## src/rtl/hazard_pkg.sv

```systemverilog
// Shared types for the hazard/forwarding unit: FSM state encoding and
// the width of the forwarding-mux select.
package hazard_pkg;

    typedef enum logic {
        RUN      = 1'b0,
        MEM_WAIT = 1'b1
    } state_e;

    function automatic int sel_w(input int num_stages);
        return $clog2(num_stages + 1);
    endfunction

endpackage

```

## src/rtl/hazard_fwd_unit_fwd_select.sv

```systemverilog
// Forwarding priority search for one EX operand: returns k+1 for the
// nearest writing stage whose destination matches, 0 for the regfile.
module fwd_select
    import hazard_pkg::*;
#(
    parameter int NUM_STAGES = 2,
    parameter int REG_AW     = 5,
    parameter int SEL_W      = sel_w(NUM_STAGES)
) (
    input  logic [REG_AW-1:0]            rs,
    input  logic [NUM_STAGES*REG_AW-1:0] stg_rd,
    input  logic [NUM_STAGES-1:0]        stg_wb,
    output logic [SEL_W-1:0]             sel
);

    // Walk from the farthest stage inward so the nearest match overwrites.
    always_comb begin
        sel = '0;
        if (rs != '0) begin
            for (int k = NUM_STAGES - 1; k >= 0; k--) begin
                if (stg_wb[k] && (stg_rd[k*REG_AW +: REG_AW] == rs)) begin
                    sel = SEL_W'(k + 1);
                end
            end
        end
    end

endmodule

```

## src/rtl/hazard_fwd_unit.sv

```systemverilog
// Pipeline hazard unit: operand forwarding, load-use bubbles, data-memory
// wait stalls with a sticky timeout, and a saturating stall-cycle counter.
//
// state    | meaning
// RUN      | normal flow; load-use hazards insert one bubble
// MEM_WAIT | data memory response outstanding; whole front end frozen
module hazard_fwd_unit
    import hazard_pkg::*;
#(
    parameter  int NUM_FWD_STAGES = 2,
    parameter  int REG_AW         = 5,
    parameter  int MAX_WAIT       = 15,
    parameter  int CNT_W          = 16,
    localparam int SEL_W          = sel_w(NUM_FWD_STAGES)
) (
    input  logic                             clk,
    input  logic                             rst_n,
    input  logic [REG_AW-1:0]                id_rs1,
    input  logic [REG_AW-1:0]                id_rs2,
    input  logic                             id_use_rs1,
    input  logic                             id_use_rs2,
    input  logic [REG_AW-1:0]                ex_rs1,
    input  logic [REG_AW-1:0]                ex_rs2,
    input  logic [REG_AW-1:0]                ex_rd,
    input  logic                             ex_reg_write,
    input  logic                             ex_mem_read,
    input  logic [NUM_FWD_STAGES*REG_AW-1:0] stg_rd,
    input  logic [NUM_FWD_STAGES-1:0]        stg_wb,
    input  logic                             mem_load,
    input  logic                             mem_ready,
    output logic [SEL_W-1:0]                 fwd_a,
    output logic [SEL_W-1:0]                 fwd_b,
    output logic                             stall_if,
    output logic                             stall_id,
    output logic                             stall_ex,
    output logic                             stall_mem,
    output logic                             flush_ex,
    output logic                             mem_timeout,
    output logic [CNT_W-1:0]                 stall_cnt
);

    localparam int               WAIT_W   = (MAX_WAIT < 1) ? 1 : $clog2(MAX_WAIT + 1);
    localparam logic [WAIT_W-1:0] WAIT_MAX = WAIT_W'(MAX_WAIT);
    localparam logic [CNT_W-1:0]  CNT_MAX  = '1;

    state_e              state_q, state_d;
    logic [WAIT_W-1:0]   wait_cnt_q, wait_cnt_d;
    logic                mem_timeout_q, mem_timeout_d;
    logic [CNT_W-1:0]    stall_cnt_q, stall_cnt_d;
    logic [SEL_W-1:0]    sel_a, sel_b;
    logic                load_use;

    fwd_select #(
        .NUM_STAGES (NUM_FWD_STAGES),
        .REG_AW     (REG_AW),
        .SEL_W      (SEL_W)
    ) u_fwd_a (
        .rs     (ex_rs1),
        .stg_rd (stg_rd),
        .stg_wb (stg_wb),
        .sel    (sel_a)
    );

    fwd_select #(
        .NUM_STAGES (NUM_FWD_STAGES),
        .REG_AW     (REG_AW),
        .SEL_W      (SEL_W)
    ) u_fwd_b (
        .rs     (ex_rs2),
        .stg_rd (stg_rd),
        .stg_wb (stg_wb),
        .sel    (sel_b)
    );

    assign fwd_a = rst_n ? sel_a : '0;
    assign fwd_b = rst_n ? sel_b : '0;

    assign load_use = ex_mem_read && ex_reg_write && (ex_rd != '0) &&
                      ((id_use_rs1 && (id_rs1 == ex_rd)) ||
                       (id_use_rs2 && (id_rs2 == ex_rd)));

    always_comb begin
        state_d       = state_q;
        wait_cnt_d    = '0;
        mem_timeout_d = mem_timeout_q;
        stall_if      = 1'b0;
        stall_id      = 1'b0;
        stall_ex      = 1'b0;
        stall_mem     = 1'b0;
        flush_ex      = 1'b0;

        case (state_q)
            RUN: begin
                // A pending memory wait freezes everything, so no bubble is needed.
                if (mem_load && !mem_ready) begin
                    stall_if  = 1'b1;
                    stall_id  = 1'b1;
                    stall_ex  = 1'b1;
                    stall_mem = 1'b1;
                    state_d   = MEM_WAIT;
                end else if (load_use) begin
                    stall_if = 1'b1;
                    stall_id = 1'b1;
                    flush_ex = 1'b1;
                end
            end
            MEM_WAIT: begin
                if (mem_ready) begin
                    state_d = RUN;
                end else begin
                    stall_if   = 1'b1;
                    stall_id   = 1'b1;
                    stall_ex   = 1'b1;
                    stall_mem  = 1'b1;
                    wait_cnt_d = (wait_cnt_q == WAIT_MAX) ? wait_cnt_q : wait_cnt_q + 1'b1;
                end
            end
            default: state_d = RUN;
        endcase

        if (wait_cnt_d == WAIT_MAX) begin
            mem_timeout_d = 1'b1;
        end

        if (!rst_n) begin
            stall_if  = 1'b0;
            stall_id  = 1'b0;
            stall_ex  = 1'b0;
            stall_mem = 1'b0;
            flush_ex  = 1'b0;
        end

        stall_cnt_d = (stall_if && (stall_cnt_q != CNT_MAX)) ? stall_cnt_q + 1'b1 : stall_cnt_q;
    end

    always_ff @(posedge clk or negedge rst_n) begin
        if (!rst_n) begin
            state_q       <= RUN;
            wait_cnt_q    <= '0;
            mem_timeout_q <= 1'b0;
            stall_cnt_q   <= '0;
        end else begin
            state_q       <= state_d;
            wait_cnt_q    <= wait_cnt_d;
            mem_timeout_q <= mem_timeout_d;
            stall_cnt_q   <= stall_cnt_d;
        end
    end

    assign mem_timeout = mem_timeout_q;
    assign stall_cnt   = stall_cnt_q;

endmodule

```

## config.mk

```make
export PLATFORM = sky130hd
export DESIGN_NAME = hazard_fwd_unit
export DESIGN_NICKNAME = d
export VERILOG_FILES = /design/src/rtl/hazard_pkg.sv /design/src/rtl/hazard_fwd_unit_fwd_select.sv /design/src/rtl/hazard_fwd_unit.sv
export SDC_FILE = /design/constraint.sdc
export NUM_CORES = 1
export LEC_CHECK = 0
export BUFFER_PORTS_ARGS = -buffer_cell sky130_fd_sc_hd__buf_2
export CORE_MARGIN = 4
export CORE_UTILIZATION = 42
export DETAILED_ROUTE_END_ITERATION = 10
export PLACE_DENSITY = 0.76
export SYNTH_ARGS = -nofsm -noshare
export SYNTH_HDL_FRONTEND = slang
export SYNTH_HIERARCHICAL = 1
export SYNTH_SLANG_ARGS = --single-unit
```

## constraint.sdc

```tcl
create_clock -name clk -period 1.75 [get_ports clk]
set_input_delay 0.0875 -clock clk [delete_from_list [all_inputs] [get_ports clk]]
set_output_delay 0.0875 -clock clk [all_outputs]
set_load 0.01 [all_outputs]
```

==> run_results.csv, run 1 <==
group,metric,value,unit
grt,overflow,0,
hold_path,holdCritPathClass,"input port to flip-flop",
route,drtIter0Drc,66,
finish,fin_nets,312,
die,core,3470,µm²
flow_run,cap_violations,0,
yosys,synth-seq-cells,22,
grt,grt.total_usage,0.172,
finish,n_antenna_cell,0,
run_status,violations,"setup timing",
timing,fmax,0.567,GHz
yosys,synth-simple-area-share,0.260,
pwr,power-per-cell-area,755,nW/µm²
timing,fin_setup_tns,-0.0245,ns
worst_setup_path,max_stage_delay,0.37,ns
yosys,synth.cell_area,1570,µm²
clock_network,insertion_delay,0.26,ns
worst_setup_path,r2r_start,"stall_cnt[1]",
worst_setup_path,path_cells,"ha_2 -> nand4_1 -> or3_4 -> nor2_4 -> a21oi_4 -> mux2_4",
finish,fin_util,0.667,
yosys,synth_xor_xnor_area_share,0.201,
yosys,yosys_warnings,6,
die,die-area,4780,µm²
timing,period_minus_slack,1.76,ns
clock_network,htree_levels,1,
finish,fin_cells,310,
route,drt_pre_antenna_iters,4,
route,drcViolationCount,0,
die,die_w,69.1,µm
die,rows,21,
route,vias_per_cell,5.10,
yosys,synthesis.nets,215,
hold_path,min_from,"mem_ready",
yosys,synth_compound_area_frac,0.133,
route,wirelength,4130,µm
yosys,synthMuxAreaShare,0.0231,
clock_network,cts_tree,"yes",
clock_network,cts.clk_slew.worst_paths,0.08,ns
grt,antenna_found_initial,0,
timing,rsz0062_at_grt,"yes",
yosys,synth-adder-area-share,0.0159,
yosys,synth_top_family_by_area,"simple AND/OR/NAND/NOR gates",
clock_network,clock_path_buffers,2,
worst_setup_path,critical_path_class,"flip-flop to flip-flop",
pwr,power.leakage,0.00112,µW
yosys,netlist_instances,168,
timing,report.final.hold_viol_count,0,
grt,grt_pass1_wl,6940,µm
timing,worst_pin_slew,0.984,ns
timing,setup_violations,3,
place,pre_cts_ws,-0.0405,ns
worst_setup_path,startpoint,"stall_cnt[1]",
run_status,status,"finished, violations left",
timing,slew-limit-headroom,0.342,
timing,drv_slew,0,
grt,grt_max_degree,23,
route,detail_route.wl_per_cell,13.3,µm
timing,fin_ws,-0.0128,ns
place,hpwl,3320,µm
worst_setup_path,start_kind,"flip-flop",
grt,grt_pass1_vias,1590,
finish,area_growth,47.3,%
timing,finalCritPeriodShare,1.01,
route,num_vias,1582,
clock_network,clock-sinks,22,
worst_setup_path,cp.arrival,1.92,ns
die,io_pins,71,
worst_setup_path,crit_fanout,5,
pwr,peakVddDrop,0.000791,V
die,start_util,0.453,
clock_network,numCtsBuffers,3,
worst_setup_path,critical_path_required,1.90,ns
die,dieHeight,69.1,µm
place,port_buffers,70,
yosys,avgSynthCellArea,9.35,µm²
timing,fin_skew,0.00326,ns
yosys,synth_cell_types,42,
clock_network,clockRootBuffer,"clkbuf_8",
place,gp_congestion,0.858,
finish,drive_gt1_frac,0.470,
worst_setup_path,endpoint_kind,"flip-flop",
place,dp_cells,301,
worst_setup_path,critPathSlowestCell,"dfrtp_1",
yosys,synth-seq-area-share,0.351,
route,drt.antenna.violating_nets,0,
-- cell usage after synthesis (all sizes together) --
| cell type | number | share of area |
|---|---|---|
| nand3b | 1 | 0.0048 |
| a41o | 1 | 0.0064 |
| o22ai | 1 | 0.0040 |
| xnor2 | 19 | 0.11 |
| dfrtp | 22 | 0.35 |
| xor2 | 17 | 0.095 |
| nand4 | 8 | 0.032 |
| nor4b | 2 | 0.011 |
| a31oi | 7 | 0.028 |
| or4 | 3 | 0.014 |
| a22o | 1 | 0.0056 |
| and4b | 1 | 0.0064 |
| and3 | 4 | 0.016 |
| a211oi | 2 | 0.0096 |
| or2 | 3 | 0.014 |
| nand2 | 11 | 0.026 |
| a21o | 1 | 0.0048 |
| nor3 | 3 | 0.0096 |
| buf | 2 | 0.0096 |
| or3 | 1 | 0.0040 |
| mux2 | 2 | 0.017 |
| inv | 3 | 0.0072 |
| mux2i | 1 | 0.0064 |
| nand3 | 9 | 0.029 |
| nor4 | 5 | 0.024 |
| a41oi | 1 | 0.0056 |
| ha | 2 | 0.016 |
| o21ai | 3 | 0.019 |
| a31o | 1 | 0.0056 |
| nor2 | 17 | 0.045 |
| a32oi | 1 | 0.010 |
| and2 | 6 | 0.024 |
| o31ai | 1 | 0.0080 |
| a21oi | 6 | 0.026 |
-- what timing repair did --
action	4_1_cts	5_1_grt
gates resized for setup	2	14
endpoints found under the hold margin	22	0
pin swaps	2	10
hold buffers	1	0
endpoints found under the setup margin	2	14
setup buffers	0	4
cloned	0	0
-- state kept, by name, summed over array words and instances (netlist names) --
| name | count |
|---|---|
| stall_cnt | 16 |
| mem_timeout | 1 |
| state_q | 1 |
| wait_cnt_q | 4 |
-- cells by family after synthesis --
logic type,Yosys count
adders and majority gates,2
and+or+nand+nor,74
muxes,3
buffers and inverters,5
xor gates and xnor gates,36
AOI/OAI and AO/OA,26
DFF,22
-- worst paths after layout --
check	end	slack, ns	cells past startpoint
max	stall_cnt[1]	-0.01	6
min	state_q	0.02	2
max reg2reg	stall_cnt[1]	-0.01	6
min reg2reg	mem_timeout	0.47	1
max in group asynchronous	stall_cnt[3]	0.48	3
min in group asynchronous	stall_cnt[4]	0.68	3
-- placed cells by master (no fill, tap or decap), drive strengths merged, types with 4 or more instances in the layout --
| master | Yosys | layout |
|---|---|---|
| a21oi | 6 | 6 |
| a31oi | 7 | 7 |
| and2 | 6 | 6 |
| and3 | 4 | 4 |
| buf | 2 | 93 |
| dfrtp | 22 | 22 |
| nand2 | 11 | 11 |
| nand3 | 9 | 9 |
| nand4 | 8 | 8 |
| nor2 | 17 | 17 |
| nor4 | 5 | 5 |
| xnor2 | 19 | 19 |
| xor2 | 17 | 17 |
-- per-stage QoR --
step                hold WS, ns  power [µW]  area [µm²]
floorplan                -0.208         924        1590
global placement          0.122        1210        2130
detailed placement        0.117        1220        2130
CTS                     0.00553        1700        2220
global route             0.0207        1860        2310
finish                   0.0221        1740        2310
-- report_power, final --
part | switching [µW] | internal (µW) | leakage, µW
Clock | 165 | 305 | 0.0000357
Sequential | 55.0 | 575 | 0.000292
Combinational | 310 | 334 | 0.000792
Total | 530 | 1210 | 0.00112
-- cell type report --
type,count,area [µm²]
multi-input combinational,141,1080
fill,301,1160
clock buffer,3,41.3
inverter,3,11.3
clock inverter,1,30.0
tap,46,57.6
sequential,22,551
timing repair buffer,94,541
-- critical path: cells and delay by family, from the launching register on --
family	cells	cell delay [ns]
adder cells (fa/ha/maj)	1	0.19
flip-flops	1	0.37
multiplexers	1	0.30
AO/OA/AOI/OAI	1	0.08
AND/OR/NAND/NOR	3	0.71
-- layer usage --
metal  global-route usage  vias to the layer above  wire length, µm
li1                     -                      802                -
met4               0.0260                        0               27
met2                0.316                       33             2200
met1                0.206                      743             1710
met5                    0                        -                0
met3               0.0392                        4              195
(Power assumes the default switching activity.)
==> run 2, diff against run 1 <==
--- a/config.mk
+++ b/config.mk
@@ -6,6 +6,7 @@
 export NUM_CORES = 1
 export LEC_CHECK = 0
 export BUFFER_PORTS_ARGS = -buffer_cell sky130_fd_sc_hd__buf_2
+export CORE_ASPECT_RATIO = 1.2
 export CORE_MARGIN = 4
 export CORE_UTILIZATION = 42
 export DETAILED_ROUTE_END_ITERATION = 10
==> run 2 against run 1 <==
Critical path depth is 2 higher. Cell area fell by 0.16%. Critical path type is now input port to flip-flop. Combinational power is 2% lower. Sequential share of layout area is essentially flat. The flow now finishes without violations. Die area is essentially flat. Critical endpoint is now stall_cnt[13]. Clock skew barely moved. Final cell count grew 1.6%. Largest cell class unchanged. Flip-flop and latch count did not move. Fmax is 0.86% higher.
==> run_results.csv, run 2 (synthesis gave the netlist of run 1 again) <==
group,metric,value,unit
run_status,status,"complete, no violations",
die,die_w,63.8,µm
route,drt.antenna.violating_nets,0,
worst_setup_path,crit-reg2reg-capture,"stall_cnt[13]",
timing,setup_violations,0,
worst_setup_path,crit_fanout,4,
grt,grt_max_degree,27,
finish,final_area,2310,µm²
clock_network,insertion_delay,0.26,ns
finish,largest_reg_flops,16,
route,drt_pre_antenna_iters,4,
grt,grt.total_usage,0.171,
timing,hold-worst-slack,0.121,ns
worst_setup_path,cp.arrival,1.90,ns
grt,grt_pass1_vias,1550,
finish,layout_common_cells,"70 x buf_2, 22 x dfrtp_1, 20 x buf_4",
worst_setup_path,r2r_slack,0.02,ns
route,num_vias,1593,
clock_network,clock_path_buffers,2,
timing,slew-limit-headroom,0.728,
hold_path,holdCritPathClass,"input port to flip-flop",
worst_setup_path,critical_path_required,1.90,ns
worst_setup_path,r2r_start,"state_q",
die,die-area,4780,µm²
timing,period_minus_slack,1.75,ns
die,start_util,0.432,
route,wirelength,4230,µm
timing,drv_slew,0,
timing,worst_pin_slew,0.404,ns
pwr,power-per-cell-area,753,nW/µm²
worst_setup_path,endpoint_kind,"flip-flop",
flow_run,cap_violations,0,
route,drcViolationCount,0,
place,hpwl,3330,µm
place,port_buffers,70,
route,drtIter0Drc,40,
clock_network,htree_levels,1,
timing,fmax,0.572,GHz
place,dpl_cell_area,2130,µm²
grt,overflow,0,
worst_setup_path,critical_path_class,"input port to flip-flop",
timing,finalCritPeriodShare,0.999,
route,detail_route.wl_per_cell,13.4,µm
die,rows,24,
hold_path,min_from,"mem_load",
finish,drive_gt1_frac,0.468,
pwr,peakVddDrop,0.000693,V
worst_setup_path,crit_end,"stall_cnt[13]",
timing,report.final.hold_viol_count,0,
grt,antenna_found_initial,0,
worst_setup_path,startpoint,"rst_n",
die,dieHeight,75.0,µm
timing,fin_skew,0.00337,ns
finish,final_common_cell,"buf_2",
die,io_pins,71,
die,core,3630,µm²
finish,n_antenna_cell,0,
worst_setup_path,rr_worst_depth,6,
clock_network,cts_tree,"yes",
clock_network,clockRootBuffer,"clkbuf_8",
grt,grt_pass1_wl,6670,µm
route,vias_per_cell,5.06,
clock_network,clock-sinks,22,
finish,fin_nets,311,
clock_network,cts.clk_slew.worst_paths,0.08,ns
pwr,power.leakage,0.00111,µW
clock_network,numCtsBuffers,3,
worst_setup_path,start_kind,"input port",
timing,rsz0062_at_grt,"yes",
finish,area_growth,47.0,%
place,gp_congestion,0.800,
==> run 2: repair_timing <==
item | in CTS | in global routing
setup buffers | 2 | 1
hold buffers | 2 | 0
setup endpoints to repair | 1 | 12
gates resized for setup | 1 | 13
cloned | 0 | 0
endpoints found under the hold margin | 23 | 0
pin swaps | 1 | 4
==> run 2: final cells by class <==
cell class | instances | area, µm²
repair buffers | 93 | 532
multi-input cells | 141 | 1080
flip-flops and latches | 22 | 551
clock buffers | 3 | 41.3
well taps | 52 | 65.1
clock inverters | 1 | 30.0
fillers | 307 | 1330
inverters | 3 | 11.3
==> run 2: how the worst min path moves through the flow <==
stage                     cells after the start  slack (ns)       endpoint
after floorplan                               0       -0.21    mem_timeout
after global placement                        2        0.12        state_q
after detailed placement                      2        0.13  wait_cnt_q[1]
after CTS                                     3        0.11        state_q
after global routing                          3        0.13        state_q
final                                         3        0.12        state_q
==> run 2: through the flow <==
step	power (µW)	TNS [ns]	worst slack, ns	utilization	std cells
after floorplan	924	-0.0421	-0.0213	-	168
after global placement	1200	0	0.0137	0.587	307
after detailed placement	1220	-0.0806	-0.0415	0.587	307
after CTS	1700	0	0.00379	0.617	314
after global routing	1830	-0.456	-0.102	0.635	315
final	1740	0	0.00219	0.635	315
==> run 2: routing by layer <==
layer | vias to the layer above | global-route usage | wire length [µm]
met5 | - | 0 | 0
met4 | 0 | 0.0480 | 53
met3 | 9 | 0.0269 | 187
met2 | 46 | 0.313 | 2300
met1 | 740 | 0.208 | 1690
li1 | 798 | - | -
==> run 2: worst max-delay path, cell delays in order <==
cell           delay (ns)
dlygate4sd3_1        0.51
buf_2                0.13
and4b_1              0.24
o21ai_4              0.09
buf_4                0.15
o31ai_2              0.37
nand4_1              0.17
xnor2_1              0.15
==> run 2: power by group <==
| group | switching, µW | total (µW) | internal [µW] |
|---|---|---|---|
| clock network | 166 | 471 | 306 |
| registers | 60.0 | 636 | 576 |
| logic | 318 | 632 | 315 |
==> run 3, diff against run 2 <==
--- a/config.mk
+++ b/config.mk
@@ -5,7 +5,7 @@
 export SDC_FILE = /design/constraint.sdc
 export NUM_CORES = 1
 export LEC_CHECK = 0
-export BUFFER_PORTS_ARGS = -buffer_cell sky130_fd_sc_hd__buf_2
+export BUFFER_PORTS_ARGS = -buffer_cell sky130_fd_sc_hd__clkbuf_2
 export CORE_ASPECT_RATIO = 1.2
 export CORE_MARGIN = 4
 export CORE_UTILIZATION = 42
==> run 3 against run 2 <==
Flip-flop and latch count unchanged. Count of clock-buffer cells in the layout unchanged. Clock skew is 0.0019 ns lower. Clock power shrank 1%. Power down 1.7%. Sequential power hardly changed. Hold slack worse by 0.0012 ns. Fmax grew 1.5%. Critical path type is now flip-flop to output pin. Highest routed layer unchanged.
==> run_results.csv, run 3 (synthesis gave the netlist of run 1 again) <==
group,metric,value,unit
timing,worst_pin_slew,0.403,ns
worst_setup_path,cp_top_family,"simple AND/OR/NAND/NOR gates",
clock_network,numCtsBuffers,3,
die,core,3630,µm²
pwr,power-per-cell-area,739,nW/µm²
pwr,peakVddDrop,0.000912,V
worst_setup_path,critPathSlowestCell,"dfrtp_1",
route,detail_route.wl_per_cell,12.8,µm
pwr,power.leakage,0.00112,µW
worst_setup_path,critical_path_class,"flip-flop to output pin",
finish,drive_gt1_frac,0.464,
die,die_w,63.8,µm
timing,finalCritPeriodShare,0.984,
finish,fin_cells,317,
finish,fin_nets,313,
route,drtIter0Drc,48,
finish,area_growth,47.3,%
finish,n_antenna_cell,0,
route,num_vias,1630,
place,hpwl,3270,µm
hold_path,holdCritPathClass,"input port to flip-flop",
clock_network,clock_path_buffers,2,
grt,overflow,0,
grt,grt.total_usage,0.174,
place,port_buffers,70,
worst_setup_path,crit_fanout,3,
worst_setup_path,startpoint,"state_q",
timing,report.final.hold_viol_count,0,
grt,grt_pass1_wl,6810,µm
timing,slew-limit-headroom,0.729,
finish,layout_common_cells,"69 x clkbuf_2, 22 x dfrtp_1, 21 x buf_4",
die,die-area,4780,µm²
clock_network,insertion_delay,0.26,ns
timing,fin_skew,0.00143,ns
timing,fin_setup_tns,0,ns
worst_setup_path,path_cells,"and4b_1 -> o21ai_4 -> or2_4 -> buf_6 -> a21oi_2 -> buf_2",
worst_setup_path,cp.arrival,1.63,ns
grt,grt_max_degree,27,
route,drt.antenna.violating_nets,0,
finish,final_common_cell,"clkbuf_2",
worst_setup_path,r2r_slack,0.03,ns
finish,largest_reg_flops,16,
route,drt_pre_antenna_iters,4,
place,dp_cells,307,
clock_network,cts.clk_slew.worst_paths,0.08,ns
worst_setup_path,start_kind,"flip-flop",
worst_setup_path,critical_path_required,1.66,ns
clock_network,clock-sinks,22,
route,vias_per_cell,5.14,
worst_setup_path,r2r_start,"state_q",
worst_setup_path,worst-path-buf-inv,2,
timing,hold-worst-slack,0.120,ns
place,gp_congestion,0.801,
die,rows,24,
route,wirelength,4050,µm
finish,fin_util,0.636,
flow_run,cap_violations,0,
worst_setup_path,max_stage_delay,0.40,ns
timing,period_minus_slack,1.72,ns
die,dieHeight,75.0,µm
finish,num-fill-cells,302,
clock_network,cts_tree,"yes",
clock_network,htree_levels,1,
timing,fmax,0.581,GHz
grt,grt_pass1_vias,1577,
timing,rsz0062_at_grt,"yes",
die,io_pins,71,
die,start_util,0.432,
timing,drv_slew,0,
route,drcViolationCount,0,
timing,setup_violations,0,
worst_setup_path,endpoint_kind,"output pin",
hold_path,min_from,"mem_load",
run_status,status,"complete, no violations",
grt,antenna_found_initial,0,
clock_network,clockRootBuffer,"clkbuf_8",
run 3: changes by cell type in the layout (fill, tap and decap cells not counted):
cell	delta
nor4_1	+1
nor4_2	-1
buf_6	+1
a21oi_1	-1
a31oi_1	+2
clkbuf_2	+69
buf_2	-69
a21oi_2	+1
a31oi_2	-2
buf_4	+1
run 3: worst min-delay path: stages:
cell and delay (ns):
clkbuf_2 0.10, nor2_1 0.09, nor2_1 0.07
run 3: final cells by class:
class,instances,area [µm²],share of cell area
multi-input combinational,141,1060,0.460
sequential,22,551,0.238
timing repair buffer,95,551,0.238
tap,52,65.1,0.0281
clock buffer,3,41.3,0.0179
clock inverter,1,30.0,0.0130
inverter,3,11.3,0.00487
run 3: repair_timing:
item / 4_1_cts / 5_1_grt
buffers inserted: 2 / 2
pin swaps: 1 / 4
endpoints found under the hold margin: 23 / 0
gates resized for setup: 2 / 12
endpoints found under the setup margin: 1 / 14
hold buffers: 2 / 0
run 3: final timing paths:
kind / end / cells past startpoint
worst max register to register: stall_cnt[14] / 6
worst max-delay path: flush_ex / 6
worst min register to register: mem_timeout / 1
worst min-delay path: state_q / 3
max in group asynchronous: stall_cnt[3] / 3
min in group asynchronous: mem_timeout / 3
run 3: per-layer routing:
| layer | vias up | GRT usage | wire [µm] | part of all wire |
|---|---|---|---|---|
| li1 | 809 | - | - | - |
| met1 | 774 | 0.211 | 1660 | 0.41 |
| met2 | 43 | 0.325 | 2180 | 0.54 |
| met3 | 4 | 0.0239 | 180 | 0.044 |
| met4 | 0 | 0.0456 | 25 | 0.0062 |
| met5 | - | 0 | 0 | 0 |
run 3: metrics by stage:
stage	total power, µW	cell area [µm²]	setup WS [ns]
2_1_floorplan	924	1590	-0.0213
3_3_place_gp	1200	2130	0.0195
3_5_place_dp	1220	2130	-0.0117
4_1_cts	1700	2250	0.00477
5_1_grt	1810	2310	-0.0925
6_report	1710	2310	0.0281
run 3: power breakdown:
group | total [µW] | switching [µW] | internal, µW
Sequential | 634 | 58.2 | 575
Combinational | 609 | 305 | 305
Clock | 466 | 161 | 305
Total | 1710 | 524 | 1190
